==> src/rtl/debounce_pkg.sv <==
// rtl/debounce_pkg.sv - shared defaults and counter-width helper for the debounce blocks
package debounce_pkg;

    localparam int unsigned DEF_TICK_DIV   = 25000;
    localparam int unsigned DEF_LIMIT      = 10;
    localparam int unsigned DEF_LONG_LIMIT = 1000;
    localparam int unsigned MAX_CHANNELS   = 32;

    // Width of a counter that must be able to hold max_val; never narrower than 1 bit.
    function automatic int unsigned cnt_width(input int unsigned max_val);
        if (max_val < 1) begin
            return 1;
        end
        return $clog2(max_val + 1);
    endfunction

endpackage

==> src/rtl/debounce_tick_gen.sv <==
// rtl/debounce_tick_gen.sv - free-running prescaler, o_tick high while the counter sits at TICK_DIV-1
module debounce_tick_gen
    import debounce_pkg::*;
#(
    parameter int unsigned TICK_DIV = DEF_TICK_DIV
) (
    input  logic i_clk,
    input  logic i_rst_n,
    output logic o_tick
);

    localparam int unsigned     W    = cnt_width(TICK_DIV - 1);
    localparam logic [W-1:0]    LAST = W'(TICK_DIV - 1);

    logic [W-1:0] cnt_q;
    logic [W-1:0] cnt_d;

    // With TICK_DIV=1 the counter never leaves 0, so the tick is permanently asserted.
    always_comb begin
        cnt_d = cnt_q + 1'b1;
        if (cnt_q == LAST) begin
            cnt_d = '0;
        end
    end

    always_ff @(posedge i_clk or negedge i_rst_n) begin
        if (!i_rst_n) begin
            cnt_q <= '0;
        end else begin
            cnt_q <= cnt_d;
        end
    end

    assign o_tick = (cnt_q == LAST);

endmodule

==> src/rtl/debounce_bank.sv <==
// rtl/debounce_bank.sv - bank of independent switch debouncers sharing one prescaler tick
// Optional long-press detection is compiled in with DEBOUNCE_LONGPRESS_EN.
module debounce_bank
    import debounce_pkg::*;
#(
    parameter int unsigned CHANNELS    = 4,
    parameter int unsigned TICK_DIV    = DEF_TICK_DIV,
    parameter int unsigned LIMIT       = DEF_LIMIT,
    parameter logic        RESET_STATE = 1'b0,
    parameter int unsigned LONG_LIMIT  = DEF_LONG_LIMIT
) (
    input  logic                i_clk,
    input  logic                i_rst_n,
    input  logic                i_enable,
    input  logic [CHANNELS-1:0] i_switch,
    output logic [CHANNELS-1:0] o_switch,
    output logic [CHANNELS-1:0] o_rise,
    output logic [CHANNELS-1:0] o_fall,
    output logic [CHANNELS-1:0] o_long,
    output logic                o_tick
);

    localparam int unsigned   CW       = cnt_width(LIMIT);
    localparam logic [CW-1:0] CNT_LAST = CW'(LIMIT - 1);

    if (CHANNELS < 1 || CHANNELS > MAX_CHANNELS) begin : g_bad_channels
        $error("debounce_bank: CHANNELS out of range");
    end
    if (TICK_DIV < 1 || LIMIT < 1 || LONG_LIMIT < 1) begin : g_bad_limits
        $error("debounce_bank: TICK_DIV, LIMIT and LONG_LIMIT must be at least 1");
    end

    logic tick;

    debounce_tick_gen #(
        .TICK_DIV (TICK_DIV)
    ) u_tick_gen (
        .i_clk   (i_clk),
        .i_rst_n (i_rst_n),
        .o_tick  (tick)
    );

    assign o_tick = tick;

    for (genvar i = 0; i < CHANNELS; i++) begin : g_ch
        logic [1:0]    sync_q;
        logic [1:0]    sync_d;
        logic [CW-1:0] cnt_q;
        logic [CW-1:0] cnt_d;
        logic          switch_q;
        logic          switch_d;
        logic          rise_q;
        logic          rise_d;
        logic          fall_q;
        logic          fall_d;

        // sync_q[1] is the metastability-safe copy of the pad.
        always_comb begin
            sync_d   = {sync_q[0], i_switch[i]};
            cnt_d    = cnt_q;
            switch_d = switch_q;
            rise_d   = 1'b0;
            fall_d   = 1'b0;
            if (sync_q[1] == switch_q || !i_enable) begin
                cnt_d = '0;
            end else if (tick) begin
                if (cnt_q == CNT_LAST) begin
                    cnt_d    = '0;
                    switch_d = sync_q[1];
                    rise_d   = sync_q[1];
                    fall_d   = !sync_q[1];
                end else begin
                    cnt_d = cnt_q + 1'b1;
                end
            end
        end

        always_ff @(posedge i_clk or negedge i_rst_n) begin
            if (!i_rst_n) begin
                sync_q   <= {2{RESET_STATE}};
                cnt_q    <= '0;
                switch_q <= RESET_STATE;
                rise_q   <= 1'b0;
                fall_q   <= 1'b0;
            end else begin
                sync_q   <= sync_d;
                cnt_q    <= cnt_d;
                switch_q <= switch_d;
                rise_q   <= rise_d;
                fall_q   <= fall_d;
            end
        end

        assign o_switch[i] = switch_q;
        assign o_rise[i]   = rise_q;
        assign o_fall[i]   = fall_q;

`ifdef DEBOUNCE_LONGPRESS_EN
        localparam int unsigned   LW    = cnt_width(LONG_LIMIT);
        localparam logic [LW-1:0] LLAST = LW'(LONG_LIMIT - 1);
        localparam logic [LW-1:0] LSAT  = LW'(LONG_LIMIT);

        logic [LW-1:0] lcnt_q;
        logic [LW-1:0] lcnt_d;
        logic          long_q;
        logic          long_d;

        // Parking lcnt at LONG_LIMIT suppresses repeats until the button is released.
        always_comb begin
            lcnt_d = lcnt_q;
            long_d = 1'b0;
            if (!switch_q || !i_enable) begin
                lcnt_d = '0;
            end else if (tick) begin
                if (lcnt_q == LLAST) begin
                    long_d = 1'b1;
                    lcnt_d = LSAT;
                end else if (lcnt_q < LLAST) begin
                    lcnt_d = lcnt_q + 1'b1;
                end
            end
        end

        always_ff @(posedge i_clk or negedge i_rst_n) begin
            if (!i_rst_n) begin
                lcnt_q <= '0;
                long_q <= 1'b0;
            end else begin
                lcnt_q <= lcnt_d;
                long_q <= long_d;
            end
        end

        assign o_long[i] = long_q;
`else
        assign o_long[i] = 1'b0;
`endif
    end

endmodule

==> config.mk <==
export PLATFORM = sky130hd
export DESIGN_NAME = debounce_bank
export DESIGN_NICKNAME = d
export VERILOG_FILES = /design/src/rtl/debounce_pkg.sv /design/src/rtl/debounce_tick_gen.sv /design/src/rtl/debounce_bank.sv
export SDC_FILE = /design/constraint.sdc
export NUM_CORES = 1
export LEC_CHECK = 0
export BUFFER_PORTS_ARGS = -buffer_cell sky130_fd_sc_hd__buf_2
export CAP_MARGIN = 10
export CORE_MARGIN = 4
export CORE_UTILIZATION = 45
export CTS_BUF_LIST = sky130_fd_sc_hd__clkbuf_2 sky130_fd_sc_hd__clkbuf_4 sky130_fd_sc_hd__clkbuf_8
export CTS_CLUSTER_SIZE = 20
export DETAILED_ROUTE_END_ITERATION = 12
export GPL_TIMING_DRIVEN = 0
export HOLD_SLACK_MARGIN = 0.15
export PLACE_DENSITY = 0.64
export SYNTH_ARGS = -nofsm -noshare
export SYNTH_HDL_FRONTEND = slang
export SYNTH_HIERARCHICAL = 1
export SYNTH_SLANG_ARGS = --single-unit
export TNS_END_PERCENT = 30
==> constraint.sdc <==
create_clock -name i_clk -period 3.5 [get_ports i_clk]
set_clock_uncertainty 0.1 [all_clocks]
set_input_delay 0.175 -clock i_clk [delete_from_list [all_inputs] [get_ports i_clk]]
set_output_delay 0.175 -clock i_clk [all_outputs]
set_load 0.05 [all_outputs]
==> results.cfg, run 1 <==
[routing]
vias_per_cell = 5.38
drc = 0
firstDrtPassIters = 4
drtIter0Drc = 96
postRouteAntennaNets = 0
vias = 1812
routed_wl_mm = 4.45
post_drt_wl_per_cell_um = 13.2

[floorplan]
rows = 26
die_h_um = 82.5
die_w_um = 82.5
pin_count = 24
core_area_mm2 = 0.00524
initial_core_util = 0.477
fp.dieArea_mm2 = 0.00680

[synthesis]
synth_area_mm2 = 0.00250
yosysMostFrequentCell = dfrtp_1
ys_warn_count = 6
synth_top_area_frac = 0.511
synth_cells = 231
ys_top_cells_by_count = 51 x dfrtp_1, 21 x nand3_1, 17 x buf_4
ys.flop_type = dfrtp_1
synthArstFlopShare = 1.00
synth_cell_type_count = 45
synth_top_area_cell = dfrtp_1
synth_edf_count = 0
synth_seq_cells = 51
syn-mean-instance-area_um2 = 10.8
yosys-top-cells-area = dfrtp_1 51%, buf_4 5.1%, nand3_1 4.2%, xor2_1 4.2%, ha_1 3.5%
ys_seq_area_frac = 0.511

[power]
cellLeakagePower_nw = 1.34
ir_drop_mv = 0.161
total_power_mw = 1.04
cellPowerDensity_mw_per_mm2 = 362

[setup_path]
crit_type = flip-flop to flip-flop
cp_top_family = simple AND/OR/NAND/NOR gates
cp_num_buf_inv = 2
crit_chain = ha_1 -> clkbuf_1 -> nand3_1 -> nor4_4 -> buf_6 -> nand2_1 -> or4b_4 -> mux2_4
cp_slowest_cell = nor4_4
cp_max_fo = 8
arrival_ps = 3200
crit_required_ps = 3590
cp-end-kind = flip-flop
worst_setup_path_start_kind = flip-flop
crit_path_max_incr_delay_ps = 570

[finish]
fin_nets = 281
syn_to_final_growth_pct = 15.2
antenna_cells = 0
regArea_mm2 = 0.00128
final_cells = 337
multi_input_area_mm2 = 0.00104
fin_util = 0.549
drive_gt1_frac = 0.202
fillerInstances = 467

[grt]
grt_overflow_total = 0
grt_pass1_vias = 1736
grt_pass1_wl_mm = 7.81
gr-usage-all-layers = 0.149
grt_max_degree = 52
antenna_found_initial = 0

[cts]
cts_root_buf = clkbuf_8
clock-sinks = 51
h-tree-depth = 2
cts_buffers = 5
insertion_delay_ps = 290
cts_tree = yes
ctsResizeCount = 0
clock_path_buffers = 2
clk_pin_slew_ps = 90
cts_setup_buffers = 0

[sta]
worst_slack_ps = 388
tightest_slew_ps = 547
rsz0062_at_grt = false
report.final.slew_viol_count = 0
slew_headroom = 0.633
hold_viol = 0
setup_viol = 0
fmax_ghz = 0.321
fin_tns_setup_ps = 0
period_minus_slack_ps = 3110
fin_crit_sh = 0.889

[placement]
hpwl_mm = 2.91
placedCellCount = 323
port_buffers = 19
gp_congestion = 0.787
post-place-ws_ps = 366

[run_status]
outcome = finished clean

[job]
cap_viol_max_count = 0

[min_path]
hold_class = flip-flop to flip-flop
## final timing paths
path	start	end	slack (ps)	cells after the start
min in group asynchronous	i_rst_n	g_ch[0].cnt_q[0]$_DFFE_PN0P_	280	2
hold / removal	g_ch[1].sync_q[0]$_DFF_PN0_	g_ch[1].sync_q[1]$_DFF_PN0_	250	0
setup reg to reg	u_tick_gen/cnt_q[0]$_DFF_PN0_	g_ch[0].switch_q$_DFFE_PN0P_	390	8
max in group asynchronous	i_rst_n	g_ch[1].cnt_q[3]$_DFFE_PN0P_	2490	3
setup / recovery	u_tick_gen/cnt_q[0]$_DFF_PN0_	g_ch[0].switch_q$_DFFE_PN0P_	390	8
hold reg to reg	g_ch[1].sync_q[0]$_DFF_PN0_	g_ch[1].sync_q[1]$_DFF_PN0_	250	0
## per-stage QoR
stage,cell area (um2),hold WS [ps]
4_1_cts,2860,258
6_report,2880,251
5_1_grt,2880,266
3_5_place_dp,2690,184
3_3_place_gp,2690,183
2_1_floorplan,2510,-221
## registers in the layout, indices dropped and copies added, names as in the netlist
name              flops
g_ch.fall_q           4
u_tick_gen/cnt_q     15
g_ch.sync_q           8
g_ch.cnt_q           16
g_ch.rise_q           4
g_ch.switch_q         4
## power by group
part	total (mW)	leakage, nW	switching (mW)	internal (mW)
clock network	0.399	0.0547	0.182	0.217
logic	0.0447	0.601	0.0301	0.0147
registers	0.597	0.680	0.00340	0.593
## timing repair
item | 4_1_cts | 5_1_grt
hold endpoints to repair | 62 | 0
hold buffers | 6 | 0
endpoints found under the setup margin | 0 | 0
## layout by cell type (no fill, tap or decap), drive strengths merged, types with 3 or more instances in the layout
cell,synthesis,routed
a21oi,5,5
dlygate4sd3,0,6
nor4,9,9
nor2,7,7
nand4,4,4
o31ai,3,3
ha,7,7
conb,1,4
nor3b,3,3
clkbuf,4,10
nand2,13,13
nand3,21,21
o21ai,12,12
buf,18,38
nor2b,4,4
o2111ai,5,5
xor2,13,13
inv,10,10
nor3,5,5
or3,4,4
dfrtp,51,51
## final cells by class
type | instances | area share
Buffer | 22 | 0.0539
Clock buffer | 6 | 0.0265
Clock inverter | 1 | 0.0104
Inverter | 10 | 0.0130
Multi-Input combinational cell | 151 | 0.361
Sequential cell | 51 | 0.444
Tap cell | 70 | 0.0304
Timing Repair Buffer | 26 | 0.0609
## logic make-up after synthesis
kind of cell | after synthesis | share of synthesized area
simple gates | 88 | 0.217
flops | 51 | 0.511
mux | 2 | 0.0105
other cells | 1 | 0.00150
fa+ha+maj | 7 | 0.0351
compound gates | 35 | 0.0917
buf+inv | 32 | 0.0772
xor+xnor | 15 | 0.0556
## per-layer routing
metal / track usage / vias to the layer above / share of wire
li1: - / 882 / -
met1: 0.189 / 892 / 0.46
met2: 0.247 / 34 / 0.49
met3: 0.0434 / 4 / 0.040
met4: 0.0432 / 0 / 0.0067
met5: 0 / - / 0
## worst reg2reg max path: cells and delay by family, from the launching register on
| family | cells | cell delay (ps) |
|---|---|---|
| flops | 1 | 460 |
| simple gates | 4 | 1470 |
| mux | 1 | 310 |
| fa+ha+maj | 1 | 180 |
| buf+inv | 2 | 500 |
No activity file was read; power rests on OpenSTA's default activity.
==> run 2: changes to the inputs <==
--- a/config.mk
+++ b/config.mk
@@ -14,7 +14,7 @@
 export DETAILED_ROUTE_END_ITERATION = 12
 export GPL_TIMING_DRIVEN = 0
 export HOLD_SLACK_MARGIN = 0.15
-export PLACE_DENSITY = 0.64
+export RECOVER_POWER = 100
 export SYNTH_ARGS = -nofsm -noshare
 export SYNTH_HDL_FRONTEND = slang
 export SYNTH_HIERARCHICAL = 1
==> run 2 against run 1 <==
Against the previous run:
- the flow now finishes with violations (max-capacitance violations, max-slew violations)
- core utilization is 1.0 points lower
- clock power is 7.8% lower
- sequential power hardly changed
- final cell count is 0.30% higher
- global-route usage is 0.33 points lower
- worst setup slack worse by 83 ps
- via count is 2.6% lower
- fmax is 2.6% lower
- flip-flop and latch count stayed put
- critical path type unchanged
- largest power group unchanged
==> results.cfg, run 2 (same netlist as run 1, synthesis figures left out) <==
[run_status]
outcome = finished, violations left
violations = max-capacitance violations, max-slew violations

[cts]
cts_tree = yes
cts_root_buf = clkbuf_8
clk_pin_slew_ps = 90
insertion_delay_ps = 300
clock-sinks = 51
cts_buffers = 5
cts_setup_buffers = 0
h-tree-depth = 2
ctsHoldBuffers = 6
clock_path_buffers = 2
ctsResizeCount = 0

[finish]
drive_gt1_frac = 0.134
antenna_cells = 0
fin_nets = 281
mostFrequentLayoutCells = 51 x dfrtp_1, 21 x nand3_1, 19 x clkbuf_1
final_area_mm2 = 0.00282
final_common_cell = dfrtp_1
largest_register_ffs = 16
top_register = g_ch.cnt_q
reg_top3 = g_ch.cnt_q: 16 flops, u_tick_gen/cnt_q: 15 flops, g_ch.sync_q: 8 flops
syn_to_final_growth_pct = 13.1
fillerInstances = 483

[sta]
fin_crit_sh = 0.913
report.final.slew_viol_count = 32
hold_viol = 0
slew_headroom = -0.0527
setup_viol = 0
rsz0062_at_grt = false
fmax_ghz = 0.313
tightest_slew_ps = 1580
fin_tns_setup_ps = 0
whs_ps = 254
period_minus_slack_ps = 3200

[grt]
gr-usage-all-layers = 0.146
grt_overflow_total = 0
grt_max_degree = 52
grt_pass1_vias = 1650
grt_pass1_wl_mm = 7.53
antenna_found_initial = 0

[setup_path]
cp-end-kind = flip-flop
setup.worst_path.start = u_tick_gen/cnt_q[0]$_DFF_PN0_
crit_required_ps = 3590
worst_setup_path_start_kind = flip-flop
r2r-start = u_tick_gen/cnt_q[0]$_DFF_PN0_
arrival_ps = 3280
cp_max_fo = 8
crit_type = flip-flop to flip-flop

[placement]
gp_congestion = 0.788
hpwl_mm = 2.95
port_buffers = 19
dpl_cell_area_mm2 = 0.00269

[power]
p_sw_uw = 221
cellLeakagePower_nw = 1.25
ir_drop_mv = 0.166
clockPowerShare = 0.365
p_comb_frac = 0.042
cellPowerDensity_mw_per_mm2 = 357
total_power_mw = 1.01
intPower_uw = 786
netSwitchingFraction = 0.220
seq_power_share = 0.593

[floorplan]
pin_count = 24
fp.dieArea_mm2 = 0.00680
rows = 26
die_w_um = 82.5
initial_core_util = 0.477
die_h_um = 82.5
core_area_mm2 = 0.00524

[job]
cap_viol_max_count = 1

[min_path]
worstHoldStart = g_ch[3].sync_q[0]$_DFF_PN0_
hold_class = flip-flop to flip-flop

[routing]
postRouteAntennaNets = 0
vias_per_cell = 5.22
vias = 1765
post_drt_wl_per_cell_um = 12.9
drc = 0
firstDrtPassIters = 4
routed_wl_mm = 4.36
drtIter0Drc = 82
-- run 2: cell count changes in the layout (fill, tap and decap cells not counted), sizes merged --
| cell | previous run | this run |
|---|---|---|
| clkbuf | 10 | 27 |
| buf | 38 | 22 |
| bufinv | 1 | 0 |
| clkinvlp | 0 | 1 |
-- run 2: worst paths after layout --
kind | endpoint | slack [ps] | cells after the start
max reg2reg | g_ch[0].switch_q$_DFFE_PN0P_ | 300 | 8
min | g_ch[3].sync_q[1]$_DFF_PN0_ | 250 | 0
min in group asynchronous | g_ch[0].switch_q$_DFFE_PN0P_ | 490 | 2
min reg2reg | g_ch[3].sync_q[1]$_DFF_PN0_ | 250 | 0
max in group asynchronous | u_tick_gen/cnt_q[2]$_DFF_PN0_ | 800 | 3
max | g_ch[0].switch_q$_DFFE_PN0P_ | 300 | 8
-- run 2: per-stage QoR --
step | worst slack, ps | instances | utilization
3_5_place_dp | 364 | 323 | 0.514
6_report | 305 | 338 | 0.539
5_1_grt | 75.4 | 338 | 0.539
4_1_cts | 351 | 337 | 0.545
3_3_place_gp | 357 | 323 | 0.514
2_1_floorplan | 348 | 234 | -
-- run 2: cell type report --
type                    instances  area (um2)  share of cell area
multi-input cells             151        1020               0.363
plain buffers                  22         151              0.0536
well taps                      70        87.6              0.0310
flip-flops and latches         51        1280               0.452
clock inverters                 1        7.51             0.00266
clock buffers                   7        96.3              0.0341
inverters                      10        37.5              0.0133
repair buffers                 26         141              0.0501
-- run 2: power by group through the flow --
| stage | logic (mW) | registers, mW | clock network (mW) |
|---|---|---|---|
| after floorplan | 0.0200 | 0.608 | 0 |
| final | 0.0423 | 0.597 | 0.368 |
| after global placement | 0.0379 | 0.608 | 0 |
| after CTS | 0.0430 | 0.597 | 0.389 |
| after detailed placement | 0.0380 | 0.609 | 0 |
| after global routing | 0.0479 | 0.598 | 0.412 |
-- run 2: worst max-delay path, stage by stage (launching register included) --
cell      delay (ps)
dfrtp_1          450
ha_1             170
clkbuf_1         280
nand3_1          170
nor4_4           610
buf_6            210
nand2_1          160
or4b_1           600
mux2_1           340
-- run 2: metal layers --
layer  vias up  GRT usage  routed length [um]
met5         -          0                   0
met4         0     0.0631                  93
met2        27      0.230                2050
met1       851      0.188                2060
li1        880          -                   -
met3         7     0.0380                 157
